File: src/rtl/pipe_stage_ctrl.sv
// Pipeline register chain with stall, flush and counted bubble insertion ahead of a parked entry.
// state | meaning: IDLE = pass-through, BUB = issuing bubbles, held entry released when counter hits 0
module pipe_stage_ctrl #(
  parameter int                 WIDTH  = 32,
  parameter int                 DEPTH  = 1,
  parameter int                 CNT_W  = 2,
  parameter logic [WIDTH-1:0]   BUBBLE = {WIDTH{1'b0}}
) (
  input  logic             clk_i,
  input  logic             rst_i,
  input  logic             valid_i,
  input  logic [WIDTH-1:0] data_i,
  input  logic             stall_i,
  input  logic             flush_i,
  input  logic             bub_req_i,
  input  logic [CNT_W-1:0] bub_cnt_i,
  output logic             accept_o,
  output logic             valid_o,
  output logic [WIDTH-1:0] data_o,
  output logic             busy_o,
  output logic [CNT_W-1:0] bub_left_o
);

  typedef enum logic {IDLE = 1'b0, BUB = 1'b1} state_t;

  state_t                       state_q;
  logic [DEPTH-1:0]             vld_q;
  logic [DEPTH-1:0][WIDTH-1:0]  dat_q;
  logic [WIDTH-1:0]             hold_q;
  logic [CNT_W-1:0]             cnt_q;
  logic                         adv;

  assign adv      = ~stall_i & ~flush_i;
  // reset term keeps upstream from advancing while the chain is held in reset
  assign accept_o = adv & (state_q == IDLE) & valid_i & ~rst_i;

  always_ff @(posedge clk_i or posedge rst_i) begin
    if (rst_i) begin
      vld_q   <= '0;
      for (int k = 0; k < DEPTH; k++) dat_q[k] <= BUBBLE;
      hold_q  <= BUBBLE;
      cnt_q   <= '0;
      state_q <= IDLE;
    end else if (flush_i) begin
      vld_q   <= '0;
      for (int k = 0; k < DEPTH; k++) dat_q[k] <= BUBBLE;
      hold_q  <= BUBBLE;
      cnt_q   <= '0;
      state_q <= IDLE;
    end else if (!stall_i) begin
      for (int k = 1; k < DEPTH; k++) begin
        vld_q[k] <= vld_q[k-1];
        dat_q[k] <= dat_q[k-1];
      end
      case (state_q)
        IDLE: begin
          if (valid_i && bub_req_i && (bub_cnt_i != '0)) begin
            hold_q   <= data_i;
            vld_q[0] <= 1'b0;
            dat_q[0] <= BUBBLE;
            cnt_q    <= bub_cnt_i - CNT_W'(1);
            state_q  <= BUB;
          end else if (valid_i) begin
            vld_q[0] <= 1'b1;
            dat_q[0] <= data_i;
          end else begin
            vld_q[0] <= 1'b0;
            dat_q[0] <= BUBBLE;
          end
        end
        BUB: begin
          if (cnt_q != '0) begin
            vld_q[0] <= 1'b0;
            dat_q[0] <= BUBBLE;
            cnt_q    <= cnt_q - CNT_W'(1);
          end else begin
            vld_q[0] <= 1'b1;
            dat_q[0] <= hold_q;
            state_q  <= IDLE;
          end
        end
        default: state_q <= IDLE;
      endcase
    end
  end

  assign valid_o    = vld_q[DEPTH-1];
  assign data_o     = dat_q[DEPTH-1];
  assign busy_o     = (state_q == BUB);
  assign bub_left_o = busy_o ? cnt_q : '0;

endmodule

File: config.mk
export PLATFORM = sky130hd
export DESIGN_NAME = pipe_stage_ctrl
export DESIGN_NICKNAME = d
export VERILOG_FILES = /design/src/rtl/pipe_stage_ctrl.sv
export SDC_FILE = /design/constraint.sdc
export NUM_CORES = 1
export LEC_CHECK = 0
export CAP_MARGIN = 0
export CORE_ASPECT_RATIO = 1.2
export CORE_MARGIN = 1
export CORE_UTILIZATION = 55
export CTS_BUF_LIST = sky130_fd_sc_hd__clkbuf_8
export CTS_CLUSTER_SIZE = 12
export DETAILED_ROUTE_END_ITERATION = 8
export PLACE_DENSITY_LB_ADDON = 0.3
export REMOVE_ABC_BUFFERS = 1
export SLEW_MARGIN = 20
export SYNTH_ARGS = -nofsm -noshare
export SYNTH_HDL_FRONTEND = slang
export SYNTH_SLANG_ARGS = --single-unit
File: constraint.sdc
create_clock -name clk_i -period 3.2 [get_ports clk_i]
set_clock_uncertainty 0.2 [all_clocks]
set_input_delay 0.32 -clock clk_i [delete_from_list [all_inputs] [get_ports clk_i]]
set_output_delay 0.32 -clock clk_i [all_outputs]
set_load 0.01 [all_outputs]
## Yosys cells after proc, flatten, opt, wreduce, memory -nomap -nowiden

Index checks and enable logic that the tools add are counted.

- Input port bits: 40
- Register bits after elaboration: 68
- Logic and storage cells: 53

- Multiplexer cells: 27
- Bitwise operators: 8
- Add/sub/neg operators: 2
- Reduce and logical (&&, ||, !) cells: 7
- Eq/ne operators: 4

Operators with widths:

| operator | count |
|---|---|
| two-way mux 32 bit | 9 |
| one-hot mux 32 bit (2 select lines) | 1 |
| two-way mux 2 bit | 5 |
| two-way mux 1 bit | 9 |
| inequality test 3 x 2 -> 1 bit (second input constant) | 2 |
| AND reduction 3 bit | 2 |
| nonzero test 2 bit | 3 |
| AND 1 bit | 4 |
| NOT 1 bit | 4 |
| one-hot mux 1 bit (2 select lines) | 2 |
| one-hot mux 2 bit (2 select lines) | 1 |
| subtractor 2 x 1 -> 2 bit (second input constant) | 2 |
| logical AND 1 bit | 2 |
| inequality test 2 x 1 -> 1 bit (second input constant) | 1 |
| inequality test 2 bit (second input constant) | 1 |

## Logic depth before layout (Yosys ltp)

- Depth after elaboration: 6
- Mapped depth: 6

## Worst setup path after synthesis

OpenSTA, ideal clock, no wires.

- Path type: register to register
- Start point: register state_q, in the netlist busy_o
- End point: register dat_q, in the netlist data_o[0]
- Clock period less this slack: 1,682 ps
- Buffers on the path: 2
- Setup time: 126 ps
- Arrival: 1,356 ps
- Data required time: 2,874 ps
- Path slack: 1,518 ps
- Cell stages (with the launch flop): 6
- Path through: dfrtp_1 -> nor3b_2 -> and3_1 -> buf_2 -> buf_6 -> a221o_1

- Cells in the longest elaborated chain, start to end: 4

Ends and longest elaborated chain:

| element | RTL line | RTL |
|---|---|---|
| start: declaration | 26 | `state_t state_q;` |
| start signal: assignment | 43 | `state_q <= IDLE;` |
| start signal: assignment | 49 | `state_q <= IDLE;` |
| start signal: assignment | 62 | `state_q <= BUB;` |
| NOT 1 bit | -- |  |
| one-hot mux 32 bit (2 select lines) (*) | 55 | `case (state_q)` |
| two-way mux 32 bit (*) | 50 | `end else if (!stall_i) begin` |
| two-way mux 32 bit (*) | 44 | `end else if (flush_i) begin` |
| end signal: indexed assignment | 53 | `dat_q[k] <= dat_q[k-1];` |
| end: declaration | 28 | `logic [DEPTH-1:0][WIDTH-1:0] dat_q;` |

Every way passes the cells marked *; elsewhere a longest branch is shown, timed or not. The select of a mux whose other input is x is not followed.
A chain may end at the register's enable or synchronous reset.

## Final worst setup path

- Start point: register state_q, in the netlist busy_o
- End point: output port accept_o

- Cells in the longest elaborated chain, start to end: 4

Ends and longest elaborated chain:

| element | RTL line | RTL |
|---|---|---|
| NOT 1 bit | -- |  |
| AND 1 bit (3 in a row) | 35 | `assign accept_o = adv & (state_q == IDLE) & valid_i & ~rst_i;` |
| end: declaration | 17 | `output logic accept_o,` |

Every way passes these cells.

==> results list <==
- The floorplan has 29 rows.
- Data on the critical path arrives at its endpoint at between 1500 and 2000 ps.
* Later-pin clock latency in the skew report: between 300 and 400 ps
- The initial antenna violation count is 0.
- The HPWL after detailed placement is approximately 4700 um.
- Cell area after placement: about 3800 sq um
* First-pass GRT wire length: 13,180 um
* Clock transition at the registers of the reported paths: 70 ps
- Number of cells in the design after placement: around 410
- In this run the cell area of the synthesized design comes to ~3100 sq um.
* Starting density of the core: 0.5796
* Required time of the worst setup path: 2680 ps
- The worst setup path is of the flip-flop to output pin kind.
- Hold repair after CTS inserted 0 buffers.
- Xor and xnor fraction of the mapped netlist area: 0.005666
- The share of the Yosys chip area taken by registers is 0.5504.
- Of the total synthesized cell area, the portion taken by full adders, half adders and majority gates is 0.
* CP Launch Type: flip-flop
- Internal power contribution: between 1000 and 1500 uW
- Via count: 2,687
- Number of search-and-repair iterations in the first detailed-routing pass: 4
* Final hold vios: 0
* Final-layout setup total negative slack: 0 ps
* Ys Warns: 0
- Total of endpoints with negative setup slack in the final report: 0
* CTS tree: done
- CTS HTree Levels: 3
* Launch point of the worst reg-to-reg path: busy_o
- DIE AREA: roughly 5900 sq um
- Sequential power share: 0.474
- Of the total synthesized cell area, the portion taken by AND, OR, NAND and NOR gates is 0.1530.
- The critical path starts at busy_o.
- Sum of routed wire length over all layers: just under 8000 um
- Number of diodes: 0
- In the synthesized netlist, the number of instances is 287.
- dfrtp_1 takes more of the synthesized area than any other cell.
- In the final routed layout, each cell accounts on average for about 19 um.
* Initial DRC count: a little over 400
- Crit share post-route: 0.7466
- The synthesized netlist contains 30 unique library cells.
- Once the clock tree was built, the resizer swapped 0 gates to a different size.
- For this design the total switching power over the nets is around 460 uW.
- Of all nets on the critical path, the largest fanout is 9.
* Register-to-register setup slack: between 1000 and 1500 ps
- For the pin with the worst max-slew slack, the measured transition is between 700 and 800 ps.
- Dividing total power by cell area gives a power density of around 470 nW/um^2.
* Area growth from synthesis to layout: 31.44%
* Port buffer count: 76
- Reg2Reg Capture Point: hold_q[9]
* Largest stage delay on the critical path: ~600 ps
- Setup repair after global routing left no endpoint under its margin.
* Worst max-slew margin expressed relative to the limit: 0.4904
* Cells taking the most area after synthesis: dfrtp_1 (55%), a221o_1 (10%), and2_1 (6.9%)
- Number of buffers on the longest clock path: 2
- In the routed layout, each cell is associated on average with a via count of between 6 and 7.
- Fin Hold WS: 159.8 ps
* Total number of clock tree sinks: slightly below 70
- The filler cells instantiated in the layout total roughly 390.
- By area, the combinational part of the netlist is dominated by compound AO/OA/AOI/OAI gates.
- For the worst flop-to-flop path, the logic depth is 3.
- After synthesis, the mean cell area works out to 10.77 sq um.
- Maximum number of pins on one net before global-route repair: 40
* Number of pins exceeding their max-slew limit in the final report: 0
- During I/O placement, the number of pins put on the boundary was between 70 and 80.
- Post-synthesis compound-gate area fraction: 0.2303
- Of the total power, the clock network draws 0.405.
* Final Wtd Congestion: 0.8641
- Die H: 84.13 um
* Worst min-delay path category: primary input to asynchronous set/reset pin
* Layout cell share with drive strength beyond 1: 0.08889
* Share of cell area taken by muxes after synthesis: 0.006475
- After detailed routing, the number of remaining DRC violations is 0.
- Leak pwr: ~0.0018 uW
* Critical Path End Type: output pin
- GR Overflow Total: 0
- Run status: completed
- Inserted Clock Buffers: 9
* Highest clock rate: 418.6 MHz
- The share of synthesized area in the top cell type comes to 0.5504.
* Die X-Extent: 70.44 um
- Area of the placeable core: 5334 sq um
* Library cell contributing the largest single delay on the critical path: clkdlybuf4s50_1
- Overall global routing resource usage: 0.2861
- Of the total power, the share spent switching nets is 0.2410.
- Number of global-route vias before repair: ~2,700
* Number of flip-flops and latches in the synthesized netlist: slightly below 70
- Combinational Power Share: 0.121
- Fin area: slightly above 4000 sq um
* Post-route core utilization: 0.7619
- Worst IR drop on VDD: 0.3267 mV
- The tool flagged a number of max-cap violations equal to 0.
- Final layout net count: 395
- Clock root cell: clkbuf_8
* Min Tclk post-route: 2389 ps
- Post-CTS Setup Repair Bufs: 0
- Finished Layout Cells: around 420
- Cell Chain, Critical Path: nand2b_1 -> nor4_1 -> clkdlybuf4s50_1
- Post-route antenna net violation count: 0
==> kinds of logic after synthesis <==
family          after synthesis
mux                           2
flops                        68
xor+xnor                      2
simple gates                 79
buf+inv                      31
compound gates              105
==> sequential cells by signal (all words and copies together) (netlist names) <==
signal and count:
valid_o 1, busy_o 1, data_o 32, cnt_q 2
hold_q 32
==> cells in the mapped netlist (all sizes together) <==
| master | number |
|---|---|
| a311oi | 1 |
| o221a | 1 |
| a211o | 2 |
| mux2i | 2 |
| nand2b | 1 |
| buf | 21 |
| nand2 | 2 |
| nand3 | 32 |
| nor3 | 1 |
| o21a | 1 |
| dfrtp | 68 |
| a21o | 1 |
| a221o | 32 |
| nor2 | 2 |
| o211ai | 1 |
| a21oi | 33 |
| xor2 | 2 |
| nor4 | 2 |
| nor3b | 2 |
| inv | 4 |
| nor2b | 1 |
| clkbuf | 6 |
| o21ai | 33 |
| and3 | 1 |
| or3b | 1 |
| and2 | 34 |
==> through the flow <==
step	worst slack [ps]	total power [uW]
floorplan	968.5	1007
CTS	784.0	1909
global route	739.0	1973
finish	810.8	1903
global placement	520.9	1141
detailed placement	697.7	1146
==> per-layer routing <==
| metal | GRT usage | routed length [um] | vias to the layer above |
|---|---|---|---|
| met2 | 0.4571 | 4045 | 123 |
| li1 | - | - | 1206 |
| met1 | 0.3820 | 3295 | 1348 |
| met3 | 0.05522 | 482 | 10 |
| met5 | 0 | 0 | - |
| met4 | 0.1236 | 99 | 0 |
==> power by group through the flow <==
| stage | clock, uW | sequential, uW | combinational [uW] |
|---|---|---|---|
| after floorplan | 0 | 921 | 86.7 |
| after global placement | 0 | 917 | 225 |
| after detailed placement | 0 | 917 | 229 |
| after CTS | 776 | 902 | 231 |
| after global routing | 820 | 905 | 248 |
| final | 771 | 902 | 230 |
==> final cells by class <==
type / count / area [sq um] / share of cell area
clock buffer: 10 / 137.6 / 0.03387
clock inverter: 6 / 80.08 / 0.01970
inverter: 4 / 15.01 / 0.003695
multi-input combinational: 188 / 1236 / 0.3042
sequential: 68 / 1702 / 0.4187
tap: 62 / 77.57 / 0.01909
timing repair buffer: 84 / 815.8 / 0.2007
==> layout by cell type (no fill, tap or decap) <==
cell | netlist | routed
nor4_1 | 1 | 1
inv_1 | 4 | 5
nor3_1 | 1 | 1
nor4_4 | 1 | 1
a221o_1 | 32 | 32
inv_2 | 0 | 1
dfrtp_1 | 68 | 68
nor3b_2 | 2 | 1
a311oi_1 | 1 | 1
clkinvlp_4 | 0 | 1
nor3b_4 | 0 | 1
nor2_1 | 2 | 2
xor2_1 | 2 | 2
or3b_2 | 0 | 1
o21ai_1 | 33 | 32
nand2_1 | 2 | 2
clkbuf_8 | 0 | 10
and2_1 | 34 | 34
o21a_2 | 1 | 1
a21o_1 | 1 | 1
nand3_1 | 32 | 32
mux2i_1 | 2 | 2
and3_2 | 0 | 1
clkdlybuf4s50_1 | 0 | 75
clkinv_2 | 0 | 1
buf_4 | 4 | 8
a211o_1 | 2 | 2
o21ai_2 | 0 | 1
buf_2 | 11 | 1
a21oi_1 | 33 | 33
bufinv_16 | 0 | 2
o221a_1 | 1 | 1
o211ai_1 | 1 | 1
nor2b_2 | 0 | 1
nand2b_1 | 1 | 1
==> critical path, delay by kind of cell (launching register included) <==
family | cells | cell delay [ps]
DFF | 1 | 490
and+or+nand+nor | 2 | 460
buffers and inverters | 1 | 590
==> how the worst max path moves through the flow <==
stage	cells past startpoint	slack (ps)	end
2_1_floorplan	1	970	busy_o
3_3_place_gp	4	520	cnt_q[1]
3_5_place_dp	4	700	hold_q[31]
4_1_cts	3	780	accept_o
5_1_grt	3	740	accept_o
6_report	3	810	accept_o
Power figures use the tool's default switching activity.
